<file path="config.mk">
export PLATFORM = sky130hd
export DESIGN_NAME = add_sched_flat
export DESIGN_NICKNAME = d
export VERILOG_FILES = /design/src/rtl/add_sched_if.sv /design/src/rtl/add_sched.sv /design/src/flat_wrapper.sv
export SDC_FILE = /design/constraint.sdc
export NUM_CORES = 1
export LEC_CHECK = 0
export ABC_AREA = 1
export BUFFER_PORTS_ARGS = -buffer_cell sky130_fd_sc_hd__buf_2
export CORE_ASPECT_RATIO = 0.7
export CORE_UTILIZATION = 35
export CTS_CLUSTER_DIAMETER = 100
export DETAILED_ROUTE_END_ITERATION = 16
export HOLD_SLACK_MARGIN = 0.02
export PLACE_DENSITY_LB_ADDON = 0.12
export SKIP_CTS_REPAIR_TIMING = 1
export SLEW_MARGIN = 20
export SYNTH_ARGS = -nofsm -noshare
export SYNTH_HDL_FRONTEND = slang
export SYNTH_SLANG_ARGS = --single-unit
</file>
<file path="constraint.sdc">
create_clock -name clk -period 14 [get_ports clk]
set_input_delay 0 -clock clk [delete_from_list [all_inputs] [get_ports clk]]
set_output_delay 0 -clock clk [all_outputs]
set_load 0.02 [all_outputs]
</file>
<file path="src/rtl/add_sched_if.sv">
// rtl/add_sched_if.sv - client-side request/result bundle for the shared-adder scheduler
interface add_sched_if #(
    parameter int SIZE = 32
);
    logic              req0;
    logic              req1;
    logic [2*SIZE-1:0] a0;
    logic [2*SIZE-1:0] b0;
    logic [2*SIZE-1:0] a1;
    logic [2*SIZE-1:0] b1;
    logic              sub0;
    logic              sub1;
    logic              done0;
    logic              done1;
    logic [2*SIZE-1:0] sum;
    logic              cout;
    logic              ovf;
    logic              owner;
    logic              busy;

    modport master (
        output req0, req1, a0, b0, a1, b1, sub0, sub1,
        input  done0, done1, sum, cout, ovf, owner, busy
    );

    modport slave (
        input  req0, req1, a0, b0, a1, b1, sub0, sub1,
        output done0, done1, sum, cout, ovf, owner, busy
    );
endinterface

</file>
<file path="src/rtl/add_sched.sv">
// rtl/add_sched.sv - round-robin scheduler sequencing one 32-bit ripple adder into a 64-bit add/sub
module yAdder #(
    parameter int SIZE = 32
) (
    input  logic [SIZE-1:0] a,
    input  logic [SIZE-1:0] b,
    input  logic            cin,
    output logic [SIZE-1:0] z,
    output logic            cout
);
    logic [SIZE:0] c;

    assign c[0] = cin;

    for (genvar i = 0; i < SIZE; i++) begin : g_bit
        assign z[i]   = a[i] ^ b[i] ^ c[i];
        assign c[i+1] = (a[i] & b[i]) | (c[i] & (a[i] ^ b[i]));
    end

    assign cout = c[SIZE];
endmodule

module add_sched #(
    parameter int SIZE = 32
) (
    input  logic        clk,
    input  logic        rst_n,
    add_sched_if.slave  bus
);
    localparam int W = 2 * SIZE;

    typedef enum logic [1:0] {
        S_IDLE = 2'd0,
        S_LOW  = 2'd1,
        S_HIGH = 2'd2,
        S_DONE = 2'd3
    } state_t;

    state_t          state_q, state_d;
    logic            ptr_q, ptr_d;
    logic            owner_q, owner_d;
    logic [W-1:0]    a_q, a_d;
    logic [W-1:0]    b_q, b_d;
    logic            cin_q, cin_d;
    logic [SIZE-1:0] lo_q, lo_d;
    logic            c_mid_q, c_mid_d;
    logic [W-1:0]    sum_q, sum_d;
    logic            cout_q, cout_d;
    logic            ovf_q, ovf_d;

    logic [SIZE-1:0] add_a, add_b, add_z;
    logic            add_cin, add_cout;
    logic            grant;

    // One adder serves both halves; the FSM state selects which word it sees.
    always_comb begin
        add_a   = a_q[SIZE-1:0];
        add_b   = b_q[SIZE-1:0];
        add_cin = cin_q;
        if (state_q == S_HIGH) begin
            add_a   = a_q[W-1:SIZE];
            add_b   = b_q[W-1:SIZE];
            add_cin = c_mid_q;
        end
    end

    yAdder #(.SIZE(SIZE)) u_adder (
        .a    (add_a),
        .b    (add_b),
        .cin  (add_cin),
        .z    (add_z),
        .cout (add_cout)
    );

    // On a tie the client that was not served last wins.
    always_comb begin
        grant = bus.req1;
        if (bus.req0 && bus.req1) begin
            grant = ~ptr_q;
        end
    end

    always_comb begin
        state_d = state_q;
        ptr_d   = ptr_q;
        owner_d = owner_q;
        a_d     = a_q;
        b_d     = b_q;
        cin_d   = cin_q;
        lo_d    = lo_q;
        c_mid_d = c_mid_q;
        sum_d   = sum_q;
        cout_d  = cout_q;
        ovf_d   = ovf_q;
        case (state_q)
            S_IDLE: begin
                if (bus.req0 || bus.req1) begin
                    owner_d = grant;
                    if (grant) begin
                        a_d   = bus.a1;
                        b_d   = bus.sub1 ? ~bus.b1 : bus.b1;
                        cin_d = bus.sub1;
                    end else begin
                        a_d   = bus.a0;
                        b_d   = bus.sub0 ? ~bus.b0 : bus.b0;
                        cin_d = bus.sub0;
                    end
                    state_d = S_LOW;
                end
            end
            S_LOW: begin
                lo_d    = add_z;
                c_mid_d = add_cout;
                state_d = S_HIGH;
            end
            S_HIGH: begin
                sum_d   = {add_z, lo_q};
                cout_d  = add_cout;
                ovf_d   = (a_q[W-1] == b_q[W-1]) && (add_z[SIZE-1] != a_q[W-1]);
                state_d = S_DONE;
            end
            S_DONE: begin
                ptr_d   = owner_q;
                state_d = S_IDLE;
            end
            default: state_d = S_IDLE;
        endcase
    end

    always_ff @(posedge clk or negedge rst_n) begin
        if (!rst_n) begin
            state_q <= S_IDLE;
            ptr_q   <= 1'b1;
            owner_q <= 1'b0;
            a_q     <= '0;
            b_q     <= '0;
            cin_q   <= 1'b0;
            lo_q    <= '0;
            c_mid_q <= 1'b0;
            sum_q   <= '0;
            cout_q  <= 1'b0;
            ovf_q   <= 1'b0;
        end else begin
            state_q <= state_d;
            ptr_q   <= ptr_d;
            owner_q <= owner_d;
            a_q     <= a_d;
            b_q     <= b_d;
            cin_q   <= cin_d;
            lo_q    <= lo_d;
            c_mid_q <= c_mid_d;
            sum_q   <= sum_d;
            cout_q  <= cout_d;
            ovf_q   <= ovf_d;
        end
    end

    assign bus.done0 = (state_q == S_DONE) && !owner_q;
    assign bus.done1 = (state_q == S_DONE) &&  owner_q;
    assign bus.busy  = (state_q != S_IDLE);
    assign bus.sum   = sum_q;
    assign bus.cout  = cout_q;
    assign bus.ovf   = ovf_q;
    assign bus.owner = owner_q;
endmodule
</file>
<file path="src/flat_wrapper.sv">
// flat-port wrapper written by rule: the top's interface ports become plain ports
module add_sched_flat 
#(
    parameter int SIZE = 32
)
  (clk, rst_n, bus_req0, bus_req1, bus_a0, bus_b0, bus_a1, bus_b1, bus_sub0, bus_sub1, bus_done0, bus_done1, bus_sum, bus_cout, bus_ovf, bus_owner, bus_busy);
  add_sched_if #(.SIZE(SIZE)) bus_i ();
  input  logic clk;
  input  logic rst_n;
  input wire logic [$bits(bus_i.req0)-1:0] bus_req0;
  input wire logic [$bits(bus_i.req1)-1:0] bus_req1;
  input wire logic [$bits(bus_i.a0)-1:0] bus_a0;
  input wire logic [$bits(bus_i.b0)-1:0] bus_b0;
  input wire logic [$bits(bus_i.a1)-1:0] bus_a1;
  input wire logic [$bits(bus_i.b1)-1:0] bus_b1;
  input wire logic [$bits(bus_i.sub0)-1:0] bus_sub0;
  input wire logic [$bits(bus_i.sub1)-1:0] bus_sub1;
  output wire logic [$bits(bus_i.done0)-1:0] bus_done0;
  output wire logic [$bits(bus_i.done1)-1:0] bus_done1;
  output wire logic [$bits(bus_i.sum)-1:0] bus_sum;
  output wire logic [$bits(bus_i.cout)-1:0] bus_cout;
  output wire logic [$bits(bus_i.ovf)-1:0] bus_ovf;
  output wire logic [$bits(bus_i.owner)-1:0] bus_owner;
  output wire logic [$bits(bus_i.busy)-1:0] bus_busy;
  assign bus_i.req0 = bus_req0;
  assign bus_i.req1 = bus_req1;
  assign bus_i.a0 = bus_a0;
  assign bus_i.b0 = bus_b0;
  assign bus_i.a1 = bus_a1;
  assign bus_i.b1 = bus_b1;
  assign bus_i.sub0 = bus_sub0;
  assign bus_i.sub1 = bus_sub1;
  assign bus_done0 = bus_i.done0;
  assign bus_done1 = bus_i.done1;
  assign bus_sum = bus_i.sum;
  assign bus_cout = bus_i.cout;
  assign bus_ovf = bus_i.ovf;
  assign bus_owner = bus_i.owner;
  assign bus_busy = bus_i.busy;
  add_sched #(.SIZE(SIZE)) u_core (.clk(clk), .rst_n(rst_n), .bus(bus_i));
endmodule
</file>
==> results.cfg <==
[power]
p_int_mw = 2.37
seq_power_share_pct = 27.9
cellPowerDensity_mw_per_mm2 = 221
peakVddDrop_v = 0.000113
p_clk_share_pct = 16.7
switching_share_pct = 44.4
p_leak_nw = 10.4
netSwitchingPower_mw = 1.89
p_comb_share_pct = 55.4

[final_layout]
fin_util_pct = 50.0
stdcell_count = 3038
drive_gt1_share_pct = 16.8
fin_nets = 2790
multi_input_area_sq_mm = 0.00658
area_growth_pct = 40.1
regArea_sq_mm = 0.00581
fill_cells = 3908

[logic_synthesis]
synth.distinct_cells = 19
syn_nets = 2276
ys.flop_type = dfrtp_1
synth_commonest_cells = nand2_1, inv_1, dfrtp_1
yosys_warnings = 0
yosys.area.top_type_share_pct = 42.1
synth_edf_count = 0
postSynthCellCount = 1978
async_flop_share_pct = 100
ys_seq_elements = 232
synthTopCellsByArea = dfrtp_1, nand2_1, inv_1
synth.most_common_cell = nand2_1
avgSynthCellArea_sq_um = 6.94
synth_area_leader_cell = dfrtp_1
synth_area_sq_mm = 0.0137
seq_area_frac_synth_pct = 42.3

[routing]
drt_iter0_drc = 1088
finalWirelength_mm = 46.4
post-route-drc-count = 0
ant_nets = 0
drtPass1Iterations = 7
routed_via_density = 4.61
wl_per_cell_um = 15.3
via_count = 14009

[timing]
holdWs_ps = -40.6
tightest_slew_ps = 1090
fmax_mhz = 73.6
finClkSkew_ps = 10.8
setup_viol = 0
period_minus_slack_ps = 13580
hold_violations = 2
maxSlewViolCount = 0
period_share_pct = 97.0
max_slew_margin_pct = 27.1

[run]
maxCapViolCount = 0

[global_routing]
antenna_found_initial = 6
grt.overflow.total = 0
grt_max_degree = 98
track_usage_pct = 22.1
grt_pass1_wl_mm = 68.1
grt_pass1_vias = 11797

[floorplanning]
rows = 60
core_sq_mm = 0.0385
die_w_um = 239
initial_core_util_pct = 35.7
die_y_um = 168
io_pins = 332
fp.dieArea_sq_mm = 0.0400

[place]
numPlacedInstances = 2735
post-dp-hpwl_mm = 31.8
gp_congestion = 0.846
io_buffers = 331

[worst_setup_path]
end_kind = flip-flop
worstPathArrival_ps = 14060
slowest_delay_ps = 460
crit_type = flip-flop to flip-flop
cp.required_ps = 14470
crit_top_cell = fa_2
slowest_stage = fa_1
crit_fanout = 8
critical_path.startpoint_type = flip-flop

[clock_network]
worstSkewPairLatency_ps = 540
cts-root-buf = clkbuf_16
clk_path_buf_depth = 3
numClockSinks = 232
path_clk_slew_ps = 60
cts_tree = built
cts_made_buffers = 25
htreeDepth = 1

[status]
status = complete, but fails checks
violations = negative hold slack

[worst_hold_path]
hold_class = primary input to flip-flop
==> layer usage <==
metal | track usage (%) | routed length (um) | vias up
met4 | 2.76 | 701 | 2
li1 | - | - | 7015
met1 | 33.4 | 22200 | 6599
met2 | 34.1 | 21300 | 343
met3 | 2.93 | 2160 | 50
met5 | 0 | 13 | -
==> kinds of logic after synthesis <==
family	after synthesis	share of synthesized area [%]
muxes	30	2.19
AOI/OAI and AO/OA	136	5.04
adders and majority gates	36	5.03
buffers and inverters	366	10.3
DFF	232	42.3
and+or+nand+nor	1178	35.2
==> sequential cells by signal (all words and copies together) (netlist names) <==
register,count
u_core.b_q,64
u_core.c_mid_q,1
u_core.bus.cout,1
u_core.bus.owner,1
u_core.lo_q,32
u_core.bus.sum,64
u_core.state_q,2
u_core.a_q,64
u_core.ptr_q,1
u_core.cin_q,1
u_core.bus.ovf,1
==> metrics by stage <==
stage | power (mW) | hold WS (ps) | worst slack [ps] | TNS [ps] | area, sq um
after floorplan | 2.45 | -296 | 28.5 | 0 | 13700
after global placement | 3.31 | 70.3 | -291 | -803 | 15800
after detailed placement | 3.35 | 74.1 | -389 | -1100 | 15800
after CTS | 4.08 | -504 | -410 | -1180 | 16600
after global routing | 4.60 | 25.3 | -2.99 | -2.99 | 19200
final | 4.26 | -40.6 | 416 | 0 | 19200
==> critical path, delay by kind of cell (launching register included) <==
kind / cells / cell delay (ps)
adder cells (fa/ha/maj): 33 / 12430
buffers and inverters: 5 / 410
flip-flops: 1 / 370
AND/OR/NAND/NOR: 2 / 180
AO/OA/AOI/OAI: 1 / 110
==> cell usage in the layout (no fill, tap or decap), drive strengths merged, types with 2 or more instances in the layout <==
| cell | count |
|---|---|
| a21oi | 2 |
| nand2 | 978 |
| inv | 243 |
| nand4 | 2 |
| o21ai | 134 |
| fa | 32 |
| dfrtp | 231 |
| nand3 | 132 |
| buf | 352 |
| ha | 4 |
| nand3b | 64 |
| clkbuf | 36 |
| dlygate4sd3 | 256 |
| clkinv | 6 |
| bufinv | 4 |
| mux2i | 30 |
| nor2 | 2 |
| diode | 2 |
==> power groups by stage <==
stage	combinational, mW	sequential, mW	clock, mW
4_1_cts	2.17	1.19	0.727
3_5_place_dp	2.16	1.20	0
2_1_floorplan	1.19	1.26	0
3_3_place_gp	2.12	1.19	0
5_1_grt	2.62	1.23	0.757
6_report	2.36	1.19	0.711
==> path summary, 6_finish.rpt <==
| kind | start | to | depth (start not counted) | slack [ps] |
|---|---|---|---|---|
| worst max-delay path | u_core.state_q[0] | u_core.bus.ovf | 41 | 420 |
| worst min-delay path | bus_b0[39] | u_core.b_q[39] | 6 | -40 |
| worst max register to register | u_core.state_q[0] | u_core.bus.ovf | 41 | 420 |
| worst min register to register | u_core.bus.sum[20] | u_core.bus.sum[20] | 2 | 460 |
| max in group asynchronous | rst_n | u_core.b_q[41] | 4 | 11640 |
| min in group asynchronous | rst_n | u_core.a_q[62] | 2 | 80 |
==> area by class of cell <==
class / instances / share of cell area, %
clock buffers: 36 / 3.78
inverters: 245 / 4.82
clock inverters: 8 / 0.748
multi-input cells: 1380 / 34.2
diodes: 2 / 0.0260
flip-flops and latches: 232 / 30.2
repair buffers: 608 / 22.8
well taps: 527 / 3.43
(Power assumes the default switching activity.)
